<file path="src/rtl/ctrl_unit.sv">
// ctrl_unit: multi-cycle FETCH/DECODE/EXEC/WB sequencer for the 16-bit lab CPU.
// Latches the instruction word during FETCH. Drives the program counter
// controls, the register-file write enables and the ALU controls from the
// current state and the latched instruction register.
module ctrl_unit (
  input  logic        clk,
  input  logic        rst,
  input  logic        start,
  input  logic [15:0] ins,
  input  logic        zero,
  output logic        pc_en,
  output logic [1:0]  pc_ctrl,
  output logic [7:0]  offset_addr,
  output logic [15:0] ir_out,
  output logic [2:0]  rs_sel,
  output logic [2:0]  rt_sel,
  output logic [7:0]  reg_en,
  output logic [3:0]  alu_func,
  output logic        alu_in_sel,
  output logic        halted
);

  typedef enum logic [2:0] {
    S_IDLE   = 3'd0,
    S_FETCH  = 3'd1,
    S_DECODE = 3'd2,
    S_EXEC   = 3'd3,
    S_WB     = 3'd4,
    S_HALT   = 3'd5
  } state_t;

  localparam logic [4:0] OP_NOP  = 5'b00000;
  localparam logic [4:0] OP_LOAD = 5'b00001;
  localparam logic [4:0] OP_ADD  = 5'b00010;
  localparam logic [4:0] OP_SUB  = 5'b00011;
  localparam logic [4:0] OP_AND  = 5'b00100;
  localparam logic [4:0] OP_OR   = 5'b00101;
  localparam logic [4:0] OP_JUMP = 5'b00110;
  localparam logic [4:0] OP_BZ   = 5'b00111;
  localparam logic [4:0] OP_HALT = 5'b11111;

  localparam logic [1:0] PC_HOLD = 2'b00;
  localparam logic [1:0] PC_INC  = 2'b01;
  localparam logic [1:0] PC_LOAD = 2'b10;

  state_t      state;
  state_t      next_state;
  logic [15:0] ir;
  logic [4:0]  opcode;
  logic        writes_reg;

  assign opcode      = ir[15:11];
  assign ir_out      = ir;
  assign rs_sel      = ir[7:5];
  assign rt_sel      = ir[4:2];
  assign offset_addr = ir[7:0];
  assign writes_reg  = (opcode == OP_LOAD) || (opcode == OP_ADD) ||
                       (opcode == OP_SUB)  || (opcode == OP_AND) ||
                       (opcode == OP_OR);

  // State register; reset aborts any instruction in flight and returns to IDLE.
  always_ff @(posedge clk or negedge rst) begin
    if (!rst) begin
      state <= S_IDLE;
    end else begin
      state <= next_state;
    end
  end

  // Instruction register captures the ROM word on the edge that ends FETCH.
  always_ff @(posedge clk or negedge rst) begin
    if (!rst) begin
      ir <= 16'h0000;
    end else if (state == S_FETCH) begin
      ir <= ins;
    end
  end

  // Next-state logic: fixed four-cycle loop; HALT is left only through reset.
  always_comb begin
    next_state = state;
    case (state)
      S_IDLE:   next_state = start ? S_FETCH : S_IDLE;
      S_FETCH:  next_state = S_DECODE;
      S_DECODE: next_state = S_EXEC;
      S_EXEC:   next_state = (opcode == OP_HALT) ? S_HALT : S_WB;
      S_WB:     next_state = S_FETCH;
      S_HALT:   next_state = S_HALT;
      default:  next_state = S_IDLE;
    endcase
  end

  // Output decode: PC, ALU and register-file controls from state and ir.
  always_comb begin
    pc_en      = 1'b0;
    pc_ctrl    = PC_HOLD;
    reg_en     = 8'h00;
    alu_func   = 4'b0000;
    alu_in_sel = 1'b0;
    halted     = (state == S_HALT);

    if (state == S_FETCH) begin
      pc_en   = 1'b1;
      pc_ctrl = PC_INC;
    end

    if (state == S_EXEC) begin
      if ((opcode == OP_JUMP) || ((opcode == OP_BZ) && zero)) begin
        pc_en   = 1'b1;
        pc_ctrl = PC_LOAD;
      end
    end

    if ((state == S_EXEC) || (state == S_WB)) begin
      case (opcode)
        OP_LOAD: begin
          alu_func   = 4'b0000;
          alu_in_sel = 1'b1;
        end
        OP_ADD:  alu_func = 4'b0001;
        OP_SUB:  alu_func = 4'b0010;
        OP_AND:  alu_func = 4'b0011;
        OP_OR:   alu_func = 4'b0100;
        OP_NOP:  alu_func = 4'b0000;
        default: alu_func = 4'b0000;
      endcase
    end

    if ((state == S_WB) && writes_reg) begin
      reg_en = 8'd1 << ir[10:8];
    end
  end

endmodule
</file>
<file path="config.mk">
export PLATFORM = sky130hd
export DESIGN_NAME = ctrl_unit
export DESIGN_NICKNAME = d
export VERILOG_FILES = /design/src/rtl/ctrl_unit.sv
export SDC_FILE = /design/constraint.sdc
export NUM_CORES = 1
export LEC_CHECK = 0
export ABC_CLOCK_PERIOD_IN_PS = 2100
export CAP_MARGIN = 20
export CORE_UTILIZATION = 42
export CTS_BUF_LIST = sky130_fd_sc_hd__clkbuf_8
export CTS_CLUSTER_DIAMETER = 40
export DETAILED_ROUTE_END_ITERATION = 8
export PLACE_DENSITY = 0.95
export SETUP_SLACK_MARGIN = 0.02
export SYNTH_ARGS = -nofsm -noshare
export SYNTH_HDL_FRONTEND = slang
export SYNTH_SLANG_ARGS = --single-unit
</file>
<file path="constraint.sdc">
create_clock -name clk -period 2.1 [get_ports clk]
set_input_delay 0.21 -clock clk [delete_from_list [all_inputs] [get_ports clk]]
set_output_delay 0.21 -clock clk [all_outputs]
set_load 0.01 [all_outputs]
</file>
==> summary by stage <==
Routing
The average detailed-routed wire length per instance is 16.2 um. Summing over every cut layer, the via total after detailed routing is 979. For this run, design rule violations remaining after detail routing come to 0. For this block, the routed nets add up to 3.07 mm of wire. For this run, the detailed router's first-pass iteration total came to 4.

Dividing the detail-routed via count by the number of cells gives 5.18. The detail route stage leaves a number of antenna-violating nets equal to 0. The number of DRC markers in iteration 0 is 19.

Worst setup path
The startpoint identified for the worst register-to-register timing path is state[0]$_DFF_PN0_. The worst-path cell with the longest stage delay is clkdlybuf4s50_1. The element type at the critical path start is a flip-flop.

The number of gates on the worst path with buffers counted is 5. The startpoint-to-endpoint class of the critical path is flip-flop to output pin. The count of buffering cells on the critical path with inverters included is 2. For the worst setup path, the data required time is 1.89 ns.

The setup slack of the most critical reg-to-reg path is 0.58 ns. The critical path goes through buf_4, nor2_1, nand2_1, a21oi_1, clkdlybuf4s50_1. The critical path starts at ir_out[12]$_DFFE_PN0P_.

The end of the worst register-to-register path is ir_out[5]$_DFFE_PN0P_. The kind of cell with the highest combined delay along the critical path is buffers and inverters. The capturing element type of the critical path is an output pin. The termination of the worst setup path is alu_func[1].

For the worst setup path, the data arrival time is 1.78 ns. The cell count of the worst reg-to-reg path is 5. On the worst path, the slowest cell contributes a delay of 0.56 ns. The largest driver fanout on the critical path is 7.

Synthesis
The number of different library cells in the post-synthesis netlist is 29. Each instance of the synthesized netlist takes up on average 11.2 sq um. After synthesis the cells add up to 1160 sq um.

The number of enable flip-flop cells after synthesis is 0. The gate count after technology mapping is 104. Counting flops and latches in the post-synthesis netlist gives 19. The synthesized netlist net count is 124. The proportion of synthesized chip area in sequential cells is 40.9%. Yosys printed 0 warnings.

Of all flip-flops after synthesis, the portion carrying an async set or reset was 100%. The most frequently used flop master after synthesis is dfrtp_1.

Clock tree
The later pin in the worst-skew pair is clocked with a latency of 0.25 ns. The buffer levels on the longest clock path is 2. The clock root buffer is clkbuf_8.

The number of sinks on the clock net is 19. Buffers inserted during clock tree synthesis total 3. The CTS tree is done. After clock tree synthesis, the clock-pin slew on the worst setup and hold paths is 0.07 ns.

The number of hold buffers added after CTS is 0. In this run the number of H-tree levels came out at 1.

Job
Max-cap violations in this run came to 0.

Floorplanning
The top-level port count is 67. The die extent in y is 54.6 um. The die width is 54.6 um.

The floorplan die area is 2980 sq um. For this configuration, the core starts out at a cell density of 45.7%. The total area inside the core boundary comes to 2540 sq um. The number of rows in the core area is 18.

Power
The overall power consumption is 2850 uW. The leakage power figure is 0.000816 uW. The power density over the cells is 1570 nW/um^2. The worst-case IR drop observed on VDD is 0.00107 V.

Cells and area
In the final design database the tool counted 180 nets. The share of cells above drive strength 1 is 23.9%. The number of diodes added for antenna fixing is 0. The synthesis-to-finish area growth is 56.0%.

Global routing
After global routing the overflow that remains totals 0. The total track usage is 23.4%. The initial antenna violation count is 0.

The via count of the first global-routing pass is 1000. Entering global routing, the biggest net connects 20 pins. The global-route wire length before repair is 4.82 mm.

Timing
Summed over all failing endpoints, the final setup total negative slack is 0 ns. The count of final max-slew check failures came to 0. Derived from the worst setup path, the maximum achievable clock frequency is 502 MHz. After layout, the worst path uses 94.8% of the clock period. In this run the tightest slew margin relative to its limit is 42.6%. Setup violations remaining at the end of the flow were counted as 0. On the final layout, the worst clock skew is 0.00367 ns. The number of endpoints with negative hold slack in the final report came to 0. Counting I/O delays and the setup requirement, the final critical path takes 1.99 ns. The slew at the pin closest to its max-slew limit is 0.858 ns.

Setup repair after global routing left no endpoint under its margin.

Status
The flow ran to the end, and the final reports show no timing, DRC or antenna violations.

Hold path
The kind of path behind the tightest hold check is input pin to async pin.

Placed design
The half-perimeter wire length of the detailed placement result is 2.20 mm. The number of port buffers is 65. Routability-driven placement finished with a final weighted congestion of 0.739.
-- cells by family (layout without fill, tap and decap cells) --
kind of cell,after synthesis,after routing,synth area share (%)
DFF,19,19,40.9
and+or+nand+nor,35,35,18.4
buffers and inverters,23,78,14.5
other,1,1,0.322
AOI/OAI and AO/OA,8,8,6.02
xor gates and xnor gates,2,2,1.51
muxes,16,16,18.4
-- through the flow --
stage	cell area (sq um)	setup slack (ns)	util (%)	instances	hold slack, ns
6_report	1820	0.110	71.3	189	0.439
2_1_floorplan	1160	0.554	-	104	-0.0856
4_1_cts	1810	0.0618	71.0	189	0.469
3_3_place_gp	1730	0.149	68.0	184	0.526
5_1_grt	1820	0.0334	71.3	189	0.512
3_5_place_dp	1730	0.0550	68.0	184	0.531
-- flip-flops by register name, summed over array words and instances, names as in the netlist --
signal	count
state	3
ir_out	16
-- layout make-up --
cell class              instances  area, sq um
repair buffers                 71          691
clock buffers                   3         41.3
multi-input cells              62          553
flip-flops and latches         19          478
fillers                       173          729
well taps                      30         37.5
inverters                       3         11.3
clock inverters                 1         3.75
-- cells in the final DEF (no fill, tap or decap), types with 2 or more instances in the layout --
master / count
a21oi_1: 2
nor4_1: 5
mux2_2: 7
inv_1: 2
dfrtp_1: 17
dlymetal6s2s_1: 3
nor2_1: 4
clkdlybuf4s50_1: 52
nor3_1: 3
clkbuf_8: 3
dfrtp_2: 2
nand2_1: 7
nand3b_1: 2
buf_4: 6
mux2_4: 9
nor4_2: 2
dlygate4sd2_1: 10
xnor2_1: 2
nand2b_1: 3
inv_2: 2
-- layer usage --
metal | up-vias | track usage, % | part of all wire (%) | wire length, um
met5 | - | 0 | 0 | 0
met4 | 0 | 8.97 | 1.1 | 35
met3 | 4 | 4.44 | 8.2 | 250
met2 | 53 | 40.4 | 50 | 1520
met1 | 467 | 28.3 | 41 | 1260
li1 | 455 | - | - | -
-- what timing repair did --
| action | 4_1_cts | 5_1_grt |
|---|---|---|
| endpoints found under the setup margin | 14 | 4 |
| setup buffers | 1 | 0 |
| endpoints found under the hold margin | 0 | 0 |
| pin swaps | 0 | 1 |
| gates resized for setup | 20 | 4 |
-- worst min path at each step --
stage	cells after the start	end	slack, ns
2_1_floorplan	0	ir_out[0]$_DFFE_PN0P_	-0.09
3_3_place_gp	1	ir_out[0]$_DFFE_PN0P_	0.53
3_5_place_dp	1	ir_out[1]$_DFFE_PN0P_	0.53
4_1_cts	1	ir_out[3]$_DFFE_PN0P_	0.47
5_1_grt	1	ir_out[4]$_DFFE_PN0P_	0.51
6_report	1	ir_out[6]$_DFFE_PN0P_	0.44
-- cell usage after synthesis, types with 2 or more instances --
cell type | n | area (sq um)
dfrtp_1 | 19 | 475
buf_4 | 17 | 128
mux2_4 | 9 | 135
mux2_2 | 7 | 78.8
nand2_1 | 7 | 26.3
nor4_1 | 7 | 43.8
nor2_1 | 5 | 18.8
nor3_1 | 4 | 20.0
nand2b_1 | 3 | 18.8
a21oi_1 | 2 | 10.0
buf_2 | 2 | 10.0
inv_1 | 2 | 7.51
nand3b_1 | 2 | 15.0
o21ai_0 | 2 | 10.0
xnor2_1 | 2 | 17.5
-- where the power goes --
part | internal, uW | switching [uW] | total (uW) | leakage (uW)
registers | 558 | 268 | 826 | 0.000221
clock network | 130 | 120 | 250 | 0.0000269
logic | 1040 | 734 | 1780 | 0.000568
total | 1730 | 1120 | 2850 | 0.000816
(Power assumes the default switching activity.)
